--- config.mk ---
export PLATFORM = sky130hd
export DESIGN_NAME = pifo_dequeue_scheduler
export DESIGN_NICKNAME = d
export VERILOG_FILES = /design/src/rtl/pifo_dequeue_scheduler_pkg.sv /design/src/rtl/pifo_dequeue_scheduler_core_fifo.sv /design/src/rtl/pifo_dequeue_scheduler.sv
export SDC_FILE = /design/constraint.sdc
export NUM_CORES = 1
export LEC_CHECK = 0
export CAP_MARGIN = 20
export CELL_PAD_IN_SITES_DETAIL_PLACEMENT = 0
export CELL_PAD_IN_SITES_GLOBAL_PLACEMENT = 1
export CORE_MARGIN = 2
export CORE_UTILIZATION = 35
export DETAILED_ROUTE_END_ITERATION = 8
export PLACE_DENSITY = 0.72
export SLEW_MARGIN = 25
export SYNTH_ARGS = -nofsm -noshare
export SYNTH_HDL_FRONTEND = slang
export SYNTH_SLANG_ARGS = --single-unit
--- constraint.sdc ---
create_clock -name clk -period 3.08 [get_ports clk]
set_clock_uncertainty 0.05 [all_clocks]
set_input_delay 0.616 -clock clk [delete_from_list [all_inputs] [get_ports clk]]
set_output_delay 0.616 -clock clk [all_outputs]
set_load 0.05 [all_outputs]
--- src/rtl/pifo_dequeue_scheduler_pkg.sv ---
// rtl/pifo_dequeue_scheduler_pkg.sv - shared widths and FSM state type for the PIFO dequeue scheduler
package pifo_dequeue_scheduler_pkg;

    localparam int RL_DESC_WIDTH       = 32;
    localparam int RL_DESC_APP_ID_SIZE = 8;
    localparam int RL_CORE_ID_SIZE     = 4;

    typedef enum logic [2:0] {
        ST_IDLE     = 3'd0,
        ST_POP      = 3'd1,
        ST_WAIT_POP = 3'd2,
        ST_DEQ      = 3'd3,
        ST_SEND     = 3'd4
    } sched_state_t;

endpackage

--- src/rtl/pifo_dequeue_scheduler_core_fifo.sv ---
// rtl/pifo_dequeue_scheduler_core_fifo.sv - pending core-request FIFO, stream in/out, head shown combinationally
module pifo_dequeue_scheduler_core_fifo #(
    parameter int DATA_WIDTH = 4,
    parameter int DEPTH      = 16
) (
    input  logic                  clk,
    input  logic                  rst_n,
    input  logic [DATA_WIDTH-1:0] s_tdata,
    input  logic                  s_tvalid,
    output logic                  s_tready,
    output logic [DATA_WIDTH-1:0] m_tdata,
    output logic                  m_tvalid,
    input  logic                  m_tready
);

    localparam int AW = $clog2(DEPTH);

    logic [DATA_WIDTH-1:0] r_mem [DEPTH];
    logic [AW-1:0]         r_wr_ptr;
    logic [AW-1:0]         r_rd_ptr;
    logic [AW:0]           r_count;
    logic                  w_push;
    logic                  w_pop;

    // Ready comes from registered occupancy, so a full FIFO refuses a push even when popped the same cycle.
    assign s_tready = (r_count != (AW+1)'(DEPTH));
    assign m_tvalid = (r_count != '0);
    assign m_tdata  = r_mem[r_rd_ptr];
    assign w_push   = s_tvalid && s_tready;
    assign w_pop    = m_tready && m_tvalid;

    always_ff @(posedge clk) begin
        if (!rst_n) begin
            r_wr_ptr <= '0;
            r_rd_ptr <= '0;
            r_count  <= '0;
        end else begin
            if (w_push) begin
                r_wr_ptr <= r_wr_ptr + 1'b1;
            end
            if (w_pop) begin
                r_rd_ptr <= r_rd_ptr + 1'b1;
            end
            case ({w_push, w_pop})
                2'b10:   r_count <= r_count + 1'b1;
                2'b01:   r_count <= r_count - 1'b1;
                default: r_count <= r_count;
            endcase
        end
    end

    always_ff @(posedge clk) begin
        if (w_push) begin
            r_mem[r_wr_ptr] <= s_tdata;
        end
    end

endmodule

--- src/rtl/pifo_dequeue_scheduler.sv ---
// rtl/pifo_dequeue_scheduler.sv - pops PIFO app handles, dequeues descriptors and dispatches them to idle cores
module pifo_dequeue_scheduler
    import pifo_dequeue_scheduler_pkg::*;
#(
    parameter int CORE_ID_WIDTH   = RL_CORE_ID_SIZE,
    parameter int CORE_FIFO_DEPTH = 16,
    parameter int POP_TIMEOUT     = 15,
    parameter int STAT_WIDTH      = 32
) (
    input  logic                           clk,
    input  logic                           rst_n,
    input  logic                           s_core_req_valid,
    input  logic [CORE_ID_WIDTH-1:0]       s_core_req_core_id,
    output logic                           s_core_req_ready,
    input  logic                           pifo_empty,
    output logic                           pifo_pop_req,
    input  logic                           pifo_pop_valid,
    input  logic [RL_DESC_APP_ID_SIZE-1:0] pifo_pop_data,
    output logic                           m_packet_desc_req,
    output logic [RL_DESC_APP_ID_SIZE-1:0] m_packet_desc_app_id,
    input  logic [RL_DESC_WIDTH-1:0]       m_packet_desc,
    input  logic                           m_packet_desc_valid,
    input  logic                           m_pifo_empty,
    output logic                           m_sched_desc_valid,
    output logic [RL_DESC_WIDTH-1:0]       m_sched_desc,
    output logic [CORE_ID_WIDTH-1:0]       m_sched_core_id,
    output logic [RL_DESC_APP_ID_SIZE-1:0] m_sched_app_id,
    input  logic                           m_sched_desc_ready,
    output logic [STAT_WIDTH-1:0]          stat_dispatch_cnt,
    output logic [STAT_WIDTH-1:0]          stat_miss_cnt
);

    localparam int TW = $clog2(POP_TIMEOUT + 1);

    sched_state_t                   r_state;
    sched_state_t                   w_state_nxt;
    logic [TW-1:0]                  r_timeout;
    logic [RL_DESC_APP_ID_SIZE-1:0] r_app;
    logic [RL_DESC_WIDTH-1:0]       r_desc;
    logic [CORE_ID_WIDTH-1:0]       r_sched_core;
    logic [RL_DESC_APP_ID_SIZE-1:0] r_sched_app;
    logic [STAT_WIDTH-1:0]          r_dispatch_cnt;
    logic [STAT_WIDTH-1:0]          r_miss_cnt;
    logic                           w_fifo_valid;
    logic [CORE_ID_WIDTH-1:0]       w_fifo_core;
    logic                           w_timeout;
    logic                           w_deq_hit;
    logic                           w_miss;
    logic                           w_dispatch;

    pifo_dequeue_scheduler_core_fifo #(
        .DATA_WIDTH (CORE_ID_WIDTH),
        .DEPTH      (CORE_FIFO_DEPTH)
    ) u_core_fifo (
        .clk      (clk),
        .rst_n    (rst_n),
        .s_tdata  (s_core_req_core_id),
        .s_tvalid (s_core_req_valid),
        .s_tready (s_core_req_ready),
        .m_tdata  (w_fifo_core),
        .m_tvalid (w_fifo_valid),
        .m_tready (w_dispatch)
    );

    // The timeout fires on the POP_TIMEOUT-th cycle spent in WAIT_POP; a pop_valid that same cycle still wins.
    assign w_timeout = (r_timeout == TW'(POP_TIMEOUT - 1));
    assign w_deq_hit = m_packet_desc_valid && !m_pifo_empty;

    always_comb begin
        w_state_nxt = r_state;
        w_miss      = 1'b0;
        w_dispatch  = 1'b0;
        case (r_state)
            ST_IDLE: begin
                if (w_fifo_valid && !pifo_empty) begin
                    w_state_nxt = ST_POP;
                end
            end
            ST_POP: begin
                w_state_nxt = ST_WAIT_POP;
            end
            ST_WAIT_POP: begin
                if (pifo_pop_valid) begin
                    w_state_nxt = ST_DEQ;
                end else if (w_timeout) begin
                    w_state_nxt = ST_IDLE;
                    w_miss      = 1'b1;
                end
            end
            ST_DEQ: begin
                if (w_deq_hit) begin
                    w_state_nxt = ST_SEND;
                end else begin
                    w_state_nxt = ST_IDLE;
                    w_miss      = 1'b1;
                end
            end
            ST_SEND: begin
                if (m_sched_desc_ready) begin
                    w_state_nxt = ST_IDLE;
                    w_dispatch  = 1'b1;
                end
            end
            default: begin
                w_state_nxt = ST_IDLE;
            end
        endcase
    end

    always_ff @(posedge clk) begin
        if (!rst_n) begin
            r_state <= ST_IDLE;
        end else begin
            r_state <= w_state_nxt;
        end
    end

    always_ff @(posedge clk) begin
        if (!rst_n) begin
            r_timeout      <= '0;
            r_app          <= '0;
            r_desc         <= '0;
            r_sched_core   <= '0;
            r_sched_app    <= '0;
            r_dispatch_cnt <= '0;
            r_miss_cnt     <= '0;
        end else begin
            if (r_state == ST_POP) begin
                r_timeout <= '0;
            end else if (r_state == ST_WAIT_POP) begin
                r_timeout <= r_timeout + 1'b1;
            end
            if (r_state == ST_WAIT_POP && pifo_pop_valid) begin
                r_app <= pifo_pop_data;
            end
            if (r_state == ST_DEQ && w_deq_hit) begin
                r_desc       <= m_packet_desc;
                r_sched_core <= w_fifo_core;
                r_sched_app  <= r_app;
            end
            if (w_miss && !(&r_miss_cnt)) begin
                r_miss_cnt <= r_miss_cnt + 1'b1;
            end
            if (w_dispatch && !(&r_dispatch_cnt)) begin
                r_dispatch_cnt <= r_dispatch_cnt + 1'b1;
            end
        end
    end

    assign pifo_pop_req         = (r_state == ST_POP);
    assign m_packet_desc_req    = (r_state == ST_DEQ);
    assign m_packet_desc_app_id = r_app;
    assign m_sched_desc_valid   = (r_state == ST_SEND);
    assign m_sched_desc         = r_desc;
    assign m_sched_core_id      = r_sched_core;
    assign m_sched_app_id       = r_sched_app;
    assign stat_dispatch_cnt    = r_dispatch_cnt;
    assign stat_miss_cnt        = r_miss_cnt;

endmodule
==> metrics.md <==
| Metric | Value |
|---|---|
| Hold Path Stages | `2` |
| Top FF cell, synth | `dfxtp_1` |
| Power Dens Cells | `470 nW/um^2` |
| Residual DRC | `0` |
| Crit Path Category | `reg2out` |
| R2R cell count | `10` |
| Minimum hold slack | `0.404 ns` |
| Area Overhead vs Synth | `30.7%` |
| Core area | `24300 sq um` |
| Crit. End Element | `output port` |
| Starting Density | `0.357` |
| Synth top area cells | `dfxtp_1 31%, edfxtp_1 22%, nand2_1 5.5%` |
| I/O Buffers | `171` |
| Sequential element share of the synthesized area | `0.535` |
| Slack of the critical path | `0.188 ns` |
| Final setup TNS | `0 ns` |
| Area fraction of the dominant cell type after synthesis | `0.313` |
| Crit-path max FO | `12` |
| Final wirelength | `21500 um` |
| CP required | `2.41 ns` |
| Status | `finished clean` |
| Ant diodes | `0` |
| Leak | `3.55 nW` |
| DP Wirelength | `14700 um` |
| Crit share post-route | `0.939` |
| Detailed Route Iter0 Violations | `567` |
| Mapped Avg Cell Area | `10.1 sq um` |
| Synth Area in Simple Gates | `0.205` |
| Post-synth ARST share | `0` |
| Vias in the first global route | `6596` |
| Largest family of logic cells by synthesized area | `simple AND/OR/NAND/NOR gates` |
| Chip width | `162 um` |
| Final hold violation count | `0` |
| Post-synthesis mux area share | `0.0599` |
| Distinct cell type count after synthesis | `63` |
| Worst-Skew Late Latency | `0.43 ns` |
| CTS tree | `built` |
| Commonest cells after routing, fill and taps aside | `171 x clkdlybuf4s50_1, 136 x dfxtp_1, 128 x nand2_1, 92 x a21oi_1, 64 x edfxtp_1` |
| Clock transition at path regs | `0.08 ns` |
| Gr usage total | `0.166` |
| Max-Cap Viols | `0` |
| Initial antenna violation count | `0` |
| Layout fillers | `2305` |
| Dpl cell area | `10800 sq um` |
| Rows | `57` |
| Fmax | `0.346 GHz` |
| Nets@finish | `1088` |
| H-tree depth | `4` |
| Post-Synth XOR/XNOR Area | `0.0212` |
| Drt pass-1 iters | `5` |
| Worst-margin pin slew | `0.957 ns` |
| VDD IR max | `0.332 mV` |
| RSZ-0062 raised after global routing | `false` |
| Post-synthesis compound-gate area fraction | `0.133` |
| Fin crit period | `2.89 ns` |
| DR vias | `6955` |
| Pin count of the biggest net entering global routing | `92` |
| Area of the mapped netlist | `8690 sq um` |
| Fin area | `11400 sq um` |
| Commonest non-fill, non-tap cell in the layout | `clkdlybuf4s50_1` |
| Place WS | `0.0820 ns` |
| Global placement routability congestion | `0.743` |
| Clock root cell | `clkbuf_16` |
| Die height | `162 um` |
| Layout cell share with drive strength beyond 1 | `0.0858` |
| Worst hold path type | `reg2reg` |
| Biggest area consumer among synthesized cells | `dfxtp_1` |
| Routed WL per cell | `15.8 um` |
| Worst Path Arrival | `2.23 ns` |
| First-pass GRT wire length | `35000 um` |
| Post-synth EDFFs | `64` |
| Post-synthesis instance total | `862` |
| Cts bufs inserted | `17` |
| Die footprint | `26100 sq um` |
| Adder and majority gate portion of the synthesized area | `0.0173` |
| #FFs+latches synth | `200` |
| Synth Net Count | `926` |
| Final Max Slew Viols | `0` |
| Bufs on Longest Clock Path | `2` |
| Final setup vio count | `0` |
| Total gr overflow | `0` |
| I/O pin count | `172` |
| CTS Sinks | `200` |
| Hold_buf cts | `0` |
| Startpoint Class | `register` |
| Yosys warnings | `0` |
| Antenna Nets Post-Route | `0` |
| Slew headroom | `0.361` |
| Via density | `5.11` |
[critical path: stages, from the launching register on]
cell and delay (ns):
dfxtp_1 0.55, nand2b_1 0.22, nor2_1 0.17, clkdlybuf4s50_1 0.86
[timing repair]
action	in CTS	in global routing
endpoints found under the setup margin	0	2
setup buffers	0	0
resized for setup	0	1
[metal layers]
layer / part of all wire / track usage
met1: 0.46 / 0.217
met2: 0.49 / 0.279
met3: 0.041 / 0.0357
met4: 0.013 / 0.0455
met5: 0 / 0
[path summary, 6_finish.rpt]
| path | from | end | slack [ns] |
|---|---|---|---|
| max reg2reg | u_core_fifo.r_count[0] | u_core_fifo.r_count[4] | 0.47 |
| min | m_sched_desc[16] | m_sched_desc[16] | 0.40 |
| min reg2reg | m_sched_desc[16] | m_sched_desc[16] | 0.40 |
| max | r_state[1] | m_packet_desc_req | 0.19 |
[flip-flops by register name, indices dropped and copies added, names as in the netlist]
| register | flops |
|---|---|
| u_core_fifo.r_mem | 64 |
| m_sched_desc | 32 |
| stat_dispatch_cnt | 32 |
| stat_miss_cnt | 32 |
| m_packet_desc_app_id | 8 |
| m_sched_app_id | 8 |
| u_core_fifo.r_count | 5 |
| m_sched_core_id | 4 |
| r_timeout | 4 |
| u_core_fifo.r_rd_ptr | 4 |
| u_core_fifo.r_wr_ptr | 4 |
| r_state | 3 |
[report_power, final]
| group | switching [mW] | total [mW] | internal, mW |
|---|---|---|---|
| Combinational | 0.216 | 0.370 | 0.155 |
| Sequential | 0.0351 | 2.79 | 2.75 |
| Clock | 1.05 | 2.18 | 1.14 |
| Total | 1.30 | 5.34 | 4.04 |
[synthesized netlist by cell type (13+ instances only)]
master / count
dfxtp_1: 136
nand2_1: 128
a21oi_1: 92
edfxtp_1: 64
nor2_1: 54
clkbuf_1: 30
nand3_1: 27
o31ai_1: 22
or3_1: 22
or4_1: 20
nand4_1: 18
inv_1: 16
mux2i_1: 16
mux4_2: 16
o21ai_1: 15
nand2b_1: 14
o21ai_0: 14
nor3_1: 13
[logic make-up (layout without fill, tap and decap cells)]
logic type / after synthesis / after routing
simple gates: 345 / 345
flops: 200 / 200
compound gates: 189 / 189
buf+inv: 63 / 238
mux: 32 / 32
xor+xnor: 21 / 21
fa+ha+maj: 12 / 12
[metrics by stage]
stage          power [mW]  utilization  instances
3_5_place_dp         3.22        0.443       1329
3_3_place_gp         3.22        0.443       1329
6_report             5.34        0.467       1361
5_1_grt              5.55        0.467       1361
4_1_cts              5.41        0.467       1361
2_1_floorplan        3.04            -        862
[cell type report]
class | instances | area [sq um] | share of cell area
Sequential cell | 200 | 4640 | 0.409
Inverter | 17 | 66.3 | 0.00584
Timing Repair Buffer | 189 | 1870 | 0.165
Multi-Input combinational cell | 599 | 3800 | 0.335
Clock inverter | 15 | 141 | 0.0125
Clock buffer | 17 | 425 | 0.0375
Tap cell | 324 | 405 | 0.0357
Note: power is estimated with default switching activity, not from simulation.
